## config.mk

```make
export PLATFORM = sky130hd
export DESIGN_NAME = mux4x1_rr_arbiter
export DESIGN_NICKNAME = d
export VERILOG_FILES = /design/src/rtl/mux4x1_rr_arbiter.sv
export SDC_FILE = /design/constraint.sdc
export NUM_CORES = 1
export LEC_CHECK = 0
export CAP_MARGIN = 10
export CORE_MARGIN = 2
export CORE_UTILIZATION = 54
export DETAILED_ROUTE_END_ITERATION = 16
export DONT_BUFFER_PORTS = 1
export PLACE_DENSITY = 0.75
export SLEW_MARGIN = 5
export SYNTH_ARGS = -nofsm -noshare
export SYNTH_HDL_FRONTEND = slang
export SYNTH_SLANG_ARGS = --single-unit
```

## constraint.sdc

```tcl
create_clock -name clk -period 1.8 [get_ports clk]
set_input_delay 0.36 -clock clk [delete_from_list [all_inputs] [get_ports clk]]
set_output_delay 0.36 -clock clk [all_outputs]
set_load 0.01 [all_outputs]
```

## src/rtl/mux4x1_rr_arbiter.sv

```systemverilog
// Round-robin arbiter that hands one shared 4:1 mux datapath to one of four
// requesters at a time. It drives the mux select pair to match the grant and
// forces an owner off after MAX_HOLD cycles while another source is waiting.
module mux4x1_rr_arbiter #(
    parameter int unsigned MAX_HOLD = 8,
    parameter int unsigned CNT_W    = 3
) (
    input  logic       clk,
    input  logic       rst_n,
    input  logic [3:0] req,
    output logic [3:0] gnt,
    output logic       sel1,
    output logic       sel0,
    output logic       busy,
    output logic       preempt
);

    typedef enum logic [0:0] {
        ST_IDLE  = 1'b0,
        ST_GRANT = 1'b1
    } state_e;

    // Last hold-counter value before a waiting requester may take over.
    localparam logic [CNT_W-1:0] HOLD_LAST = CNT_W'(MAX_HOLD - 1);

    state_e           state_q, state_d;
    logic [1:0]       last_q, last_d;
    logic [3:0]       gnt_q, gnt_d;
    logic [1:0]       sel_q, sel_d;
    logic [CNT_W-1:0] hold_q, hold_d;
    logic             busy_q, busy_d;
    logic             preempt_q, preempt_d;

    logic [2:0]       pick_any_s;
    logic [2:0]       pick_other_s;

    // Circular search starting at from+1 and ending at from itself.
    // Returns {found, index}. With skip_from set, the previous owner is never
    // selected, which keeps a releasing or preempted owner off this edge.
    function automatic logic [2:0] rr_pick(input logic [3:0] r,
                                           input logic [1:0] from,
                                           input logic       skip_from);
        logic [2:0] res;
        logic [1:0] idx;
        res = 3'b000;
        for (int k = 1; k <= 4; k++) begin
            idx = from + 2'(k);
            if (!res[2] && r[idx] && !(skip_from && (k == 4))) begin
                res = {1'b1, idx};
            end else begin
                res = res;
            end
        end
        return res;
    endfunction

    // One-hot decode of a source index.
    function automatic logic [3:0] onehot4(input logic [1:0] idx);
        logic [3:0] oh;
        oh = 4'b0000;
        oh[idx] = 1'b1;
        return oh;
    endfunction

    assign pick_any_s   = rr_pick(req, last_q, 1'b0);
    assign pick_other_s = rr_pick(req, last_q, 1'b1);

    // Next-state and next-output decision for the IDLE/GRANT arbiter.
    always_comb begin
        state_d   = state_q;
        last_d    = last_q;
        gnt_d     = gnt_q;
        sel_d     = sel_q;
        hold_d    = hold_q;
        preempt_d = 1'b0;
        case (state_q)
            ST_IDLE: begin
                if (pick_any_s[2]) begin
                    state_d = ST_GRANT;
                    last_d  = pick_any_s[1:0];
                    gnt_d   = onehot4(pick_any_s[1:0]);
                    sel_d   = pick_any_s[1:0];
                    hold_d  = {CNT_W{1'b0}};
                end else begin
                    gnt_d = 4'b0000;
                end
            end
            ST_GRANT: begin
                if (req[last_q]) begin
                    if (hold_q != HOLD_LAST) begin
                        hold_d = hold_q + CNT_W'(1);
                    end else if (pick_other_s[2]) begin
                        // Timeout with someone waiting: force the owner off.
                        last_d    = pick_other_s[1:0];
                        gnt_d     = onehot4(pick_other_s[1:0]);
                        sel_d     = pick_other_s[1:0];
                        hold_d    = {CNT_W{1'b0}};
                        preempt_d = 1'b1;
                    end else begin
                        // Nobody waiting: keep the grant, counter saturates.
                        hold_d = hold_q;
                    end
                end else begin
                    if (pick_other_s[2]) begin
                        // Release with others waiting: switch with no idle gap.
                        last_d = pick_other_s[1:0];
                        gnt_d  = onehot4(pick_other_s[1:0]);
                        sel_d  = pick_other_s[1:0];
                        hold_d = {CNT_W{1'b0}};
                    end else begin
                        state_d = ST_IDLE;
                        gnt_d   = 4'b0000;
                        hold_d  = {CNT_W{1'b0}};
                    end
                end
            end
            default: begin
                state_d = ST_IDLE;
                gnt_d   = 4'b0000;
                hold_d  = {CNT_W{1'b0}};
            end
        endcase
        busy_d = |gnt_d;
    end

    // State and registered outputs; async reset points the search at source 0.
    always_ff @(posedge clk or negedge rst_n) begin
        if (!rst_n) begin
            state_q   <= ST_IDLE;
            last_q    <= 2'd3;
            gnt_q     <= 4'b0000;
            sel_q     <= 2'b00;
            hold_q    <= {CNT_W{1'b0}};
            busy_q    <= 1'b0;
            preempt_q <= 1'b0;
        end else begin
            state_q   <= state_d;
            last_q    <= last_d;
            gnt_q     <= gnt_d;
            sel_q     <= sel_d;
            hold_q    <= hold_d;
            busy_q    <= busy_d;
            preempt_q <= preempt_d;
        end
    end

    assign gnt     = gnt_q;
    assign sel1    = sel_q[1];
    assign sel0    = sel_q[0];
    assign busy    = busy_q;
    assign preempt = preempt_q;

endmodule

```

==> metrics.yaml, run 1 <==
core_area_mm2: 0.00156
diodes: 0
synth_nets: 101
synth_top_cell_area_share_pct: 32.4
grt_pass1_wl_mm: 3.98
avgViaCountPerCell: 6.72
r2r_slack_ns: -0.17
synthDistinctLibCells: 37
fin_cells: 128
gp_congestion: 0.870
cp-end-kind: "flip-flop"
num_vias: 860
drcViolationCount: 0
reg2reg_to: "hold_q[2]"
cp.buffers_inverters: 1
fin_ws_ns: -0.168
yosys.area.top_type: "dfrtp_1"
hp-start: "req[1]"
critPathKind: "reg2reg"
drtAntennaViolNets: 0
power_mw: 2.13
hp-class: "in2reg"
area_growth_pct: 31.1
globalRouteMet2Util_pct: 47.0
cp.required_ns: 1.99
layout_commonest_cell: "buf_4"
fin_util_pct: 77.8
startpoint_type: "flip-flop"
totalWireLength_mm: 2.54
leakagePower_nw: 0.527
post_synth.cell_area_avg_um2: 9.96
synthesis.area_um2: 926
final-max-slew-violation-count: 0
period_needed_ns: 1.97
clk_pin_slew_ns: 0.08
synth-seq-cells: 14
h-tree-depth: 1
violations: "setup timing"
num_rows: 14
cts_tree: "yes"
grt.met1_usage_pct: 31.9
cp_max_fo: 5
fp.dieH_um: 45.4
drtPass1Iterations: 4
post_dp_cell_area_mm2: 0.00103
synth-warning-count: 0
cp_num_cells: 6
portBuffers: 0
fmax_mhz: 508
worstPathCellList: "buf_12 > mux2i_4 > nand3_4 > a21oi_2 > mux2_4 > a31o_2"
final_cell_mix: "buf_4, dfrtp_1, nor2_1, a21oi_1, nor2b_1"
finalCritPeriodShare_pct: 109
antenna_found_initial: 0
clock_latency_ns: 0.29
dp_hpwl_mm: 1.68
ir_drop_mv: 1.02
cpMaxStageDelayCell: "dfstp_2"
slew_headroom_pct: 56.9
grt_max_degree: 15
ys_seq_area_share_pct: 38.1
fp.dieW_um: 45.4
rsz0062_at_grt: "true"
setup_viol: 12
grt_pass1_vias: 855
critPathArrivalTime_ns: 2.15
start_util_pct: 59.4
async_reset_ff_share_pct: 100
maxCapViolCount: 0
nNetsFinal: 121
holdPathStages: 2
cts-root-buf: "clkbuf_4"
holdPathEnd: "state_q"
max_slew.worst_pin.slew_ns: 0.645
r2r-start: "last_q[0]"
synthTopCellsByArea: "dfrtp_1, dfstp_2, a21oi_1, nor2b_1, a221o_1"
cts.sinks: 14
ios: 14
track_usage_pct: 27.8
crit_family: "flip-flops"
p_per_area_mw_per_mm2: 1750
numCtsBuffers: 3
drt_iter0_markers: 23
layout-drive-gt1-share_pct: 36.6
finalHoldViolCount: 0
cts_max_path_buffers: 2
grt_overflow: 0
top_usage_layer: "met2"
clock_skew_ns: 0.00220
cp_slowest_stage_delay_ns: 0.58
ys.flop_type: "dfrtp_1"
status: "finished, violations left"
routedWlPerCell_um: 19.9
dieArea_mm2: 0.00206
design_area_mm2: 0.00121
rr_worst_depth: 6
syn_inst: 93
synth_edf_count: 0
place_inst: 116
use_met3_pct: 7.54
[registers in the layout (all words and copies together) (netlist names)]
name / count
last_q: 2
busy: 1
hold_q: 3
gnt: 4
preempt: 1
sel_q: 2
state_q: 1
[cell families after synthesis]
family | after synthesis | synth area share, %
simple gates | 32 | 19.2
compound gates | 28 | 24.7
flops | 14 | 38.1
buf+inv | 9 | 5.00
mux | 7 | 9.32
fa+ha+maj | 2 | 2.70
xor+xnor | 1 | 0.946
[power by group]
group	leakage, nW	switching (mW)	internal, mW
registers	0.170	0.140	0.450
logic	0.336	0.583	0.723
clock network	0.0210	0.108	0.123
total	0.527	0.831	1.30
[timing repair]
action	CTS	global route
setup endpoints to repair	11	12
gates resized for setup	7	8
endpoints found under the hold margin	14	0
pin swaps	4	5
hold buffers	1	0
setup buffers	5	2
[area by class of cell]
cell class                 count  area (um^2)
multi-input combinational     70          616
sequential                    14          353
fill                          92          345
timing repair buffer          19          170
clock buffer                   4         36.3
tap                           16         20.0
inverter                       5         18.8
[Yosys cell counts (all sizes together) (2+ instances only)]
master  instances
dfrtp          12
a21oi           9
nor2            8
nor2b           7
nand2           6
inv             5
a221o           4
o211ai          4
buf             3
mux2            3
mux2i           3
dfstp           2
ha              2
nand2b          2
nand3           2
nor3            2
nor3b           2
o31ai           2
or3             2
[per-stage QoR]
step           worst slack [ns]  TNS (ns)  hold WS, ns
2_1_floorplan           -0.0863    -0.377       0.0644
3_3_place_gp             -0.129    -0.561       0.0648
3_5_place_dp             -0.226    -0.985       0.0648
4_1_cts                  -0.139    -0.917        0.277
5_1_grt                  -0.239     -2.14        0.333
6_report                 -0.168     -1.47        0.344
[worst reg2reg max path, delay by kind of cell (launching register included)]
family	cells	cell delay, ns
flops	1	0.58
mux	2	0.57
compound gates	2	0.46
simple gates	1	0.13
buf+inv	1	0.12
[per-layer routing]
layer	wire length [um]	part of all wire (%)
met5	0	0
met4	67	2.6
met3	103	4.0
met2	1340	53
met1	1030	41
[how the worst max path moves through the flow]
stage,startpoint,endpoint,slack [ns]
2_1_floorplan,last_q[0],sel_q[0],-0.09
3_3_place_gp,last_q[0],hold_q[2],-0.13
3_5_place_dp,last_q[0],hold_q[2],-0.23
4_1_cts,last_q[0],gnt[3],-0.14
5_1_grt,last_q[0],hold_q[2],-0.24
6_report,last_q[0],hold_q[2],-0.17
(Power assumes the default switching activity.)
==> run 2, diff against run 1 <==
==> constraint.sdc (replaced) <==
create_clock -name clk -period 1.8 [get_ports clk]
set_input_delay 0.09 -clock clk [delete_from_list [all_inputs] [get_ports clk]]
set_output_delay 0.09 -clock clk [all_outputs]
set_load 0.01 [all_outputs]
==> metrics.yaml, run 2 (synthesis results as in run 1) <==
status: "finished, violations left"  # unchanged
violations: "setup timing"  # unchanged
diodes: 0  # unchanged
design_area_mm2: 0.00112  # was 0.00121 mm^2
routedWlPerCell_um: 17.0  # was 19.9 um
holdPathStages: 2  # unchanged
antenna_found_initial: 0  # unchanged
ir_drop_mv: 1.13  # was 1.02 mV
cp.buffers_inverters: 0  # was 1
cts_max_path_buffers: 2  # unchanged
finalCritPeriodShare_pct: 107  # was 109%
maxCapViolCount: 0  # unchanged
grt_max_degree: 15  # unchanged
dieArea_mm2: 0.00206  # unchanged
ios: 14  # unchanged
nNetsFinal: 114  # was 121
start_util_pct: 59.4  # unchanged
leakagePower_nw: 0.490  # was 0.527 nW
layout-drive-gt1-share_pct: 28.6  # was 36.6%
post_dp_cell_area_mm2: 0.00103  # unchanged
max_slew.worst_pin.slew_ns: 0.641  # was 0.645 ns
fin_ws_ns: -0.133  # was -0.168 ns
layout_commonest_cell: "dfrtp_1"  # was buf_4
final-max-slew-violation-count: 0  # unchanged
numCtsBuffers: 3  # unchanged
slew_headroom_pct: 57.1  # was 56.9%
track_usage_pct: 23.0  # was 27.8%
cp.required_ns: 1.97  # was 1.99 ns
cp-end-kind: "flip-flop"  # unchanged
num_rows: 14  # unchanged
finalHoldViolCount: 0  # unchanged
startpoint_type: "flip-flop"  # unchanged
hold_ws_ns: 0.0717  # was 0.344 ns
fp.dieH_um: 45.4  # unchanged
drt_iter0_markers: 26  # was 23
worstPathCellList: "mux4_2 > nand2_2 > nand3_4 > a21boi_4 > mux2_4"  # was buf_12 > mux2i_4 > nand3_4 > a21oi_2 > mux2_4 > a31o_2
rr_worst_depth: 5  # was 6
portBuffers: 0  # unchanged
cts-root-buf: "clkbuf_4"  # unchanged
drtAntennaViolNets: 0  # unchanged
fin_util_pct: 71.7  # was 77.8%
crit_family: "multiplexers"  # was flip-flops
clock_skew_ns: 0.00102  # was 0.00220 ns
final_cell_mix: "dfrtp_1, buf_4, nor2_1, a21oi_1, nor2b_1"  # was buf_4, dfrtp_1, nor2_1, a21oi_1, nor2b_1
core_area_mm2: 0.00156  # unchanged
num_vias: 808  # was 860
post-cts-setup-buffers: 0  # was 5
grt_pass1_vias: 749  # was 855
period_needed_ns: 1.93  # was 1.97 ns
critPathArrivalTime_ns: 2.10  # was 2.15 ns
drcViolationCount: 0  # unchanged
setup_viol: 11  # was 12
cp_max_fo: 5  # unchanged
fmax_mhz: 517  # was 508 MHz
rsz0062_at_grt: "true"  # unchanged
avgViaCountPerCell: 6.68  # was 6.72
cpMaxStageDelayCell: "dfstp_2"  # unchanged
grt_overflow: 0  # unchanged
largest_reg_flops: 4  # unchanged
critPathKind: "reg2reg"  # unchanged
h-tree-depth: 1  # unchanged
hp-class: "in2reg"  # unchanged
area_growth_pct: 20.8  # was 31.1%
clock_latency_ns: 0.28  # was 0.29 ns
cp_num_cells: 5  # was 6
dp_hpwl_mm: 1.55  # was 1.68 mm
grt_pass1_wl_mm: 3.37  # was 3.98 mm
totalWireLength_mm: 2.06  # was 2.54 mm
clk_pin_slew_ns: 0.08  # about the same
cts.sinks: 14  # unchanged
cts_tree: "yes"  # unchanged
cp_slowest_stage_delay_ns: 0.58  # about the same
gp_congestion: 0.872  # was 0.870
drtPass1Iterations: 4  # unchanged
fp.dieW_um: 45.4  # unchanged
p_per_area_mw_per_mm2: 1650  # was 1750 mW/mm^2
[run 2: repair_timing]
| action | in CTS | in global routing |
|---|---|---|
| setup endpoints to repair | 11 | 12 |
| gates cloned | 0 | 0 |
| hold endpoints to repair | 14 | 0 |
| pin swaps | 6 | 2 |
| hold buffers | 1 | 0 |
| gates resized for setup | 1 | 7 |
[run 2: final cells by class]
cell class                 instances  area, um^2
tap                               16        20.0
fill                             114         440
multi-input combinational         70         573
sequential                        14         353
inverter                           5        18.8
clock buffer                       4        36.3
timing repair buffer              12         118
[run 2: worst paths after layout]
| kind | start | endpoint | slack (ns) |
|---|---|---|---|
| max in group asynchronous | rst_n | sel_q[1] | 1.12 |
| worst min register to register | hold_q[0] | hold_q[0] | 0.50 |
| worst min-delay path | req[1] | state_q | 0.07 |
| worst max register to register | last_q[0] | sel_q[0] | -0.13 |
| min in group asynchronous | rst_n | hold_q[0] | 0.27 |
| worst max-delay path | last_q[0] | sel_q[0] | -0.13 |
[run 2: through the flow]
step | cells | total power [mW] | TNS (ns) | worst slack, ns
2_1_floorplan | 93 | 1.22 | -0.377 | -0.0863
3_3_place_gp | 116 | 1.52 | -0.567 | -0.129
3_5_place_dp | 116 | 1.55 | -0.926 | -0.166
4_1_cts | 121 | 1.78 | -0.872 | -0.129
5_1_grt | 121 | 1.98 | -1.86 | -0.200
6_report | 121 | 1.85 | -0.850 | -0.133
[run 2: power breakdown]
| part | internal (mW) | switching, mW | total (mW) |
|---|---|---|---|
| sequential | 0.451 | 0.143 | 0.593 |
| combinational | 0.569 | 0.464 | 1.03 |
| clock | 0.123 | 0.0985 | 0.222 |
[run 2: routing by layer]
layer | up-vias | GRT usage (%) | part of all wire, %
met4 | 0 | 5.29 | 1.4
met1 | 410 | 29.9 | 45
met3 | 4 | 6.75 | 4.0
met5 | - | 0 | 0
li1 | 368 | - | -
met2 | 26 | 37.7 | 49
